File: src/rtl/uart_pkg.sv
// Shared UART definitions: parity selectors, receiver state encoding and bit helpers.
// Used by both the pixel-link transmitter and nano_uart_rx.
package uart_pkg;

  localparam logic [1:0] PARITY_NONE = 2'd0;
  localparam logic [1:0] PARITY_ODD  = 2'd1;
  localparam logic [1:0] PARITY_EVEN = 2'd2;

  typedef enum logic [2:0] {
    IDLE   = 3'd0,
    START  = 3'd1,
    DATA   = 3'd2,
    PARITY = 3'd3,
    STOP   = 3'd4,
    BREAK  = 3'd5
  } rx_state_t;

  // Data wider than 32 bits is not supported; narrower words are zero-extended,
  // which leaves the XOR unchanged.
  function automatic logic parity_bit(input logic [31:0] data, input logic [1:0] ptype);
    logic p;
    case (ptype)
      PARITY_EVEN: p = ^data;
      PARITY_ODD:  p = ~^data;
      PARITY_NONE: p = 1'b0;
      default:     p = 1'b0;
    endcase
    return p;
  endfunction

  function automatic logic majority3(input logic a, input logic b, input logic c);
    return (a & b) | (a & c) | (b & c);
  endfunction

endpackage

File: src/rtl/uart_rx_sync.sv
// Input conditioning for nano_uart_rx: 2-flop synchroniser, and with UART_RX_MAJORITY_EN
// a 2-of-3 vote over the current and two previous synchronised bits.
module uart_rx_sync
  import uart_pkg::*;
(
  input  logic clk,
  input  logic rst_n,
  input  logic rx_async,
  output logic rx_s,
  output logic rx_vote
);

  logic meta_r;
  logic sync_r;

  // Two-stage synchroniser, reset to the idle-high line level
  always_ff @(posedge clk or negedge rst_n) begin
    if (!rst_n) begin
      meta_r <= 1'b1;
      sync_r <= 1'b1;
    end else begin
      meta_r <= rx_async;
      sync_r <= meta_r;
    end
  end

  assign rx_s = sync_r;

`ifdef UART_RX_MAJORITY_EN
  logic [1:0] hist_r;

  // Two older taps so the vote at mid+1 spans mid-1, mid and mid+1
  always_ff @(posedge clk or negedge rst_n) begin
    if (!rst_n) begin
      hist_r <= 2'b11;
    end else begin
      hist_r <= {hist_r[0], sync_r};
    end
  end

  assign rx_vote = majority3(sync_r, hist_r[0], hist_r[1]);
`else
  assign rx_vote = sync_r;
`endif

endmodule

File: src/rtl/nano_uart_rx.sv
// UART receiver for the Nano-to-FPGA direction of the pixel link, valid/ready output.
// Define UART_RX_MAJORITY_EN for 2-of-3 majority sampling (all timing shifts by +1 clk).
module nano_uart_rx
  import uart_pkg::*;
#(
  parameter int CLKS_PER_BIT = 434,
  parameter int BITS_N       = 8,
  parameter int PARITY_TYPE  = 0
) (
  input  logic              clk,
  input  logic              rst_n,
  input  logic              uart_rx,
  output logic [BITS_N-1:0] data_out,
  output logic              valid,
  input  logic              ready,
  output logic              parity_error,
  output logic              frame_error,
  output logic              overrun
);

  localparam int CNT_W = $clog2(CLKS_PER_BIT);
  localparam int IDX_W = $clog2(BITS_N) + 1;
  localparam logic [CNT_W-1:0] BIT_LAST = CNT_W'(CLKS_PER_BIT - 1);
`ifdef UART_RX_MAJORITY_EN
  localparam logic [CNT_W-1:0] START_LAST = CNT_W'(CLKS_PER_BIT / 2);
`else
  localparam logic [CNT_W-1:0] START_LAST = CNT_W'(CLKS_PER_BIT / 2 - 1);
`endif
  localparam logic [IDX_W-1:0] IDX_LAST = IDX_W'(BITS_N - 1);

  logic              rx_s;
  logic              rx_smp_s;
  rx_state_t         state_r;
  logic [CNT_W-1:0]  baud_cnt_r;
  logic [IDX_W-1:0]  bit_cnt_r;
  logic [BITS_N-1:0] shift_r;
  logic              par_bad_r;

  uart_rx_sync u_sync (
    .clk      (clk),
    .rst_n    (rst_n),
    .rx_async (uart_rx),
    .rx_s     (rx_s),
    .rx_vote  (rx_smp_s)
  );

  // Frame FSM, baud/bit counters and the holding register with its handshake
  always_ff @(posedge clk or negedge rst_n) begin
    if (!rst_n) begin
      state_r      <= IDLE;
      baud_cnt_r   <= '0;
      bit_cnt_r    <= '0;
      shift_r      <= '0;
      par_bad_r    <= 1'b0;
      data_out     <= '0;
      valid        <= 1'b0;
      parity_error <= 1'b0;
      frame_error  <= 1'b0;
      overrun      <= 1'b0;
    end else begin
      parity_error <= 1'b0;
      frame_error  <= 1'b0;
      overrun      <= 1'b0;
      if (valid && ready) begin
        valid <= 1'b0;
      end
      case (state_r)
        IDLE: begin
          baud_cnt_r <= '0;
          bit_cnt_r  <= '0;
          par_bad_r  <= 1'b0;
          if (!rx_s) begin
            state_r <= START;
          end
        end
        START: begin
          if (baud_cnt_r == START_LAST) begin
            baud_cnt_r <= '0;
            state_r    <= rx_smp_s ? IDLE : DATA;
          end else begin
            baud_cnt_r <= baud_cnt_r + CNT_W'(1);
          end
        end
        DATA: begin
          if (baud_cnt_r == BIT_LAST) begin
            baud_cnt_r <= '0;
            shift_r    <= (shift_r >> 1) | (BITS_N'(rx_smp_s) << (BITS_N - 1));
            if (bit_cnt_r == IDX_LAST) begin
              state_r <= (PARITY_TYPE != 0) ? PARITY : STOP;
            end else begin
              bit_cnt_r <= bit_cnt_r + IDX_W'(1);
            end
          end else begin
            baud_cnt_r <= baud_cnt_r + CNT_W'(1);
          end
        end
        PARITY: begin
          if (baud_cnt_r == BIT_LAST) begin
            baud_cnt_r <= '0;
            par_bad_r  <= (rx_smp_s != parity_bit(32'(shift_r), 2'(PARITY_TYPE)));
            state_r    <= STOP;
          end else begin
            baud_cnt_r <= baud_cnt_r + CNT_W'(1);
          end
        end
        STOP: begin
          if (baud_cnt_r == BIT_LAST) begin
            baud_cnt_r <= '0;
            if (!rx_smp_s) begin
              frame_error <= 1'b1;
              state_r     <= BREAK;
            end else if (par_bad_r) begin
              parity_error <= 1'b1;
              state_r      <= IDLE;
            end else begin
              state_r <= IDLE;
              // A word finishing on the accept cycle replaces the old one seamlessly
              if (!valid || ready) begin
                data_out <= shift_r;
                valid    <= 1'b1;
              end else begin
                overrun <= 1'b1;
              end
            end
          end else begin
            baud_cnt_r <= baud_cnt_r + CNT_W'(1);
          end
        end
        BREAK: begin
          if (rx_s) begin
            state_r <= IDLE;
          end
        end
        default: state_r <= IDLE;
      endcase
    end
  end

endmodule

File: config.mk
export PLATFORM = sky130hd
export DESIGN_NAME = nano_uart_rx
export DESIGN_NICKNAME = d
export VERILOG_FILES = /design/src/rtl/uart_pkg.sv /design/src/rtl/uart_rx_sync.sv /design/src/rtl/nano_uart_rx.sv
export SDC_FILE = /design/constraint.sdc
export NUM_CORES = 1
export LEC_CHECK = 0
export BUFFER_PORTS_ARGS = -buffer_cell sky130_fd_sc_hd__clkbuf_2
export CORE_ASPECT_RATIO = 0.75
export CORE_MARGIN = 3
export CORE_UTILIZATION = 55
export DETAILED_ROUTE_END_ITERATION = 8
export PLACE_DENSITY = 0.85
export SLEW_MARGIN = 30
export SYNTH_ARGS = -nofsm -noshare
export SYNTH_HDL_FRONTEND = slang
export SYNTH_SLANG_ARGS = --single-unit
File: constraint.sdc
create_clock -name clk -period 3 [get_ports clk]
set_input_delay 0.3 -clock clk [delete_from_list [all_inputs] [get_ports clk]]
set_output_delay 0.3 -clock clk [all_outputs]
set_load 0.005 [all_outputs]
==> flow_summary.toml <==
[timing]
slew_headroom = 0.4527
timing.final.crit_share = 0.6310
clock_skew_ns = 0.006195
final_critical_path_setup_slack_ns = 1.107
setup-violations-final = 0
finalWorstPathRequiredPeriod_ns = 1.893
worstMarginPinSlew_ns = 0.8209
tns_ns = 0
timing.fmax_mhz = 528.3
timing_max_transition_violations_final = 0
report.final.hold_viol_count = 0
unrepaired_setup_endpoints_after_global_routing = "no"

[yosys]
ys_ff_latch = 39
synth.area.top_cells = "sky130_fd_sc_hd__dfrtp_1, sky130_fd_sc_hd__mux2_2, sky130_fd_sc_hd__nand2_1"
synth-edff-count = 0
synth-seq-area-share = 0.5088
async_reset_ff_frac = 1.000
synthCells = 178
ys_dominant_reg_cell = "sky130_fd_sc_hd__dfrtp_1"
syn-num-nets = 186
synth-warning-count = 0
post-synth-top-area-cell = "sky130_fd_sc_hd__dfrtp_1"
synth_top_area_frac = 0.4815
synth.lib_cells_used.distinct = 46
avgSynthCellArea_sq_um = 10.80
netlist_area_sq_um = 1923

[cts]
ctsHtreeMaxLevel = 2
cts-buffers-inserted = 5
cts-hold-fix-buffers = 0
post-cts-setup-buffers = 0
postCtsResizedCells = 0
clk_pin_slew_worst_paths_ns = 0.07
maximum_root_to_sink_buffer_count = 2
clk_latency_ns = 0.29
tritoncts = "yes"
library_cell_used_as_clock_root_buffer = "sky130_fd_sc_hd__clkbuf_8"
cts.sink_count = 39

[placed_design]
detailed_place_hpwl_mm = 2.596
place_congestion = 0.8933
placed_cell_area_sq_um = 2011
numPortBuffers = 15
dp_worst_setup_slack_ns = 1.151

[critical_path]
r2r_slack_ns = 1.11
critical_path.reg2reg.startpoint = "baud_cnt_r[0]$_DFFE_PN0P_"
crit-reg2reg-capture = "state_r[1]$_DFFE_PN0P_"
r2r_cells = 6
critical_path_peak_fanout = 9
worstSetupStartpointType = "flip-flop"
setup.worst_path.end_class = "flip-flop"
critical_path.startpoint = "baud_cnt_r[0]$_DFFE_PN0P_"
timing.critical_path.required_ns = 3.16
crit_arrival_ns = 2.06
timing.critical_path.to = "state_r[1]$_DFFE_PN0P_"
timing_worst_setup_path_type = "reg2reg"

[global_routing]
grt_first_pass_wirelength_mm = 6.044
grtUsageTotal = 0.1865
grt_antenna_before_repair = 0
largest_net_degree_at_the_start_of_global_routing = 40
first_global_vias = 1278
grt.overflow.total = 0

[detailed_routing]
detail_route.wirelength_mm = 3.618
viasPerCell = 6.245
routedWlPerCell_um = 15.53
detail_route.first_pass.iterations = 4
num_vias = 1455
drc = 0
starting_drc_count_in_detailed_routing = 167
ant_nets = 0

[power_and_ir_drop]
share_comb_of_total_power = 0.013
power.density_cell_area_nw_per_um2 = 453.8
seqPwrFrac = 0.551
sw_frac_of_total = 0.1896
net-switching-power_uw = 182.1
internal_power_uw = 778.7
power.ir.vdd_worst_mv = 0.2914
power_frac_clock = 0.436
total_leakage_power_nw = 1.001

[cells_and_area]
fill_cells = 235
sequential_cell_area_sq_um = 978.4
layout_commonest_cell = "sky130_fd_sc_hd__dfrtp_1"
insertedDiodeCount = 0
multi_input_area_sq_um = 887.1
fin_nets = 202
most-common-layout-cells = "sky130_fd_sc_hd__dfrtp_1, sky130_fd_sc_hd__nand2_1, sky130_fd_sc_hd__mux2_2"
area_growth_pct = 10.08
post_route_cells_drive_above_1_share = 0.2410
area_of_all_placed_cells_without_fillers_sq_um = 2117

[die]
top_level_ports = 16
chipHeight_um = 57.21
die_width_um = 74.28
std_cell_rows = 17
coreArea_sq_um = 3127
die_area_sq_um = 4250
initial_utilization = 0.6150

[min_path]
min_path_type = "in2reg"
holdPathStages = 1

[run]
timing.max_cap.violations = 0

[outcome]
outcome = "finished clean"
-- cells by family (layout without fill, tap and decap cells) --
| kind of cell | count (synthesis) | count (layout) | synth area share |
|---|---|---|---|
| AO/OA/AOI/OAI | 34 | 34 | 0.1223 |
| adder cells (fa/ha/maj) | 4 | 4 | 0.02603 |
| multiplexers | 17 | 17 | 0.09889 |
| AND/OR/NAND/NOR | 72 | 72 | 0.2141 |
| flip-flops | 39 | 39 | 0.5088 |
| buffers and inverters | 12 | 29 | 0.02993 |
-- synthesized netlist by cell type (all sizes together) (3+ instances only) --
cell	count
o21ai	10
clkbuf	3
nand3	11
nor3	8
buf	3
nor2	6
nand2b	4
inv	6
ha	4
a21oi	4
mux2	16
nand2	23
nor4	3
o22ai	4
dfrtp	37
-- power by group through the flow --
stage	clock, mW	combinational, mW	sequential, mW
floorplan	0	0.00126	0.539
global placement	0	0.0130	0.539
detailed placement	0	0.0134	0.539
CTS	0.429	0.0134	0.529
global route	0.451	0.0150	0.529
finish	0.419	0.0125	0.529
-- metrics by stage --
stage | instances | hold slack, ns | util | power [mW]
after floorplan | 178 | 0.004409 | - | 0.5402
after global placement | 225 | 0.3473 | 0.6431 | 0.5524
after detailed placement | 225 | 0.3510 | 0.6431 | 0.5528
after CTS | 233 | 0.08608 | 0.6771 | 0.9717
after global routing | 233 | 0.08205 | 0.6771 | 0.9949
final | 233 | 0.09182 | 0.6771 | 0.9608
-- flip-flops by register name, indices dropped and copies added (netlist names) --
signal         count
baud_cnt_r         9
bit_cnt_r          4
data_out           8
frame_error        1
overrun            1
par_bad_r          1
parity_error       1
shift_r            8
state_r            3
u_sync.meta_r      1
u_sync.rx_s        1
valid              1
-- critical path, cell delays in order (launching register included) --
cell and delay [ns]:
sky130_fd_sc_hd__dfrtp_1 0.42, sky130_fd_sc_hd__inv_1 0.10, sky130_fd_sc_hd__ha_1 0.20, sky130_fd_sc_hd__nor4bb_1 0.14
sky130_fd_sc_hd__a211oi_2 0.56, sky130_fd_sc_hd__or2_1 0.24, sky130_fd_sc_hd__o211ai_1 0.11
-- per-layer routing --
layer / GRT usage / share of wire / vias up
met4: 0.06091 / 0.014 / 0
met2: 0.2740 / 0.45 / 65
met5: 0 / 0 / -
li1: - / - / 681
met1: 0.2704 / 0.47 / 704
met3: 0.04754 / 0.071 / 5
-- layout make-up --
type / instances / share of cell area
Clock buffer: 7 / 0.03605
Multi-Input combinational cell: 127 / 0.4190
Tap cell: 38 / 0.02246
Sequential cell: 39 / 0.4622
Inverter: 6 / 0.01064
Clock inverter: 1 / 0.01418
Timing Repair Buffer: 15 / 0.03546
-- worst min path at each step --
stage	startpoint	end	slack, ns
after floorplan	rst_n	baud_cnt_r[0]$_DFFE_PN0P_	0.004
after global placement	u_sync.meta_r$_DFF_PN1_	u_sync.rx_s$_DFF_PN1_	0.35
after detailed placement	u_sync.meta_r$_DFF_PN1_	u_sync.rx_s$_DFF_PN1_	0.35
after CTS	uart_rx	u_sync.meta_r$_DFF_PN1_	0.09
after global routing	uart_rx	u_sync.meta_r$_DFF_PN1_	0.08
final	uart_rx	u_sync.meta_r$_DFF_PN1_	0.09
(Power assumes the default switching activity.)
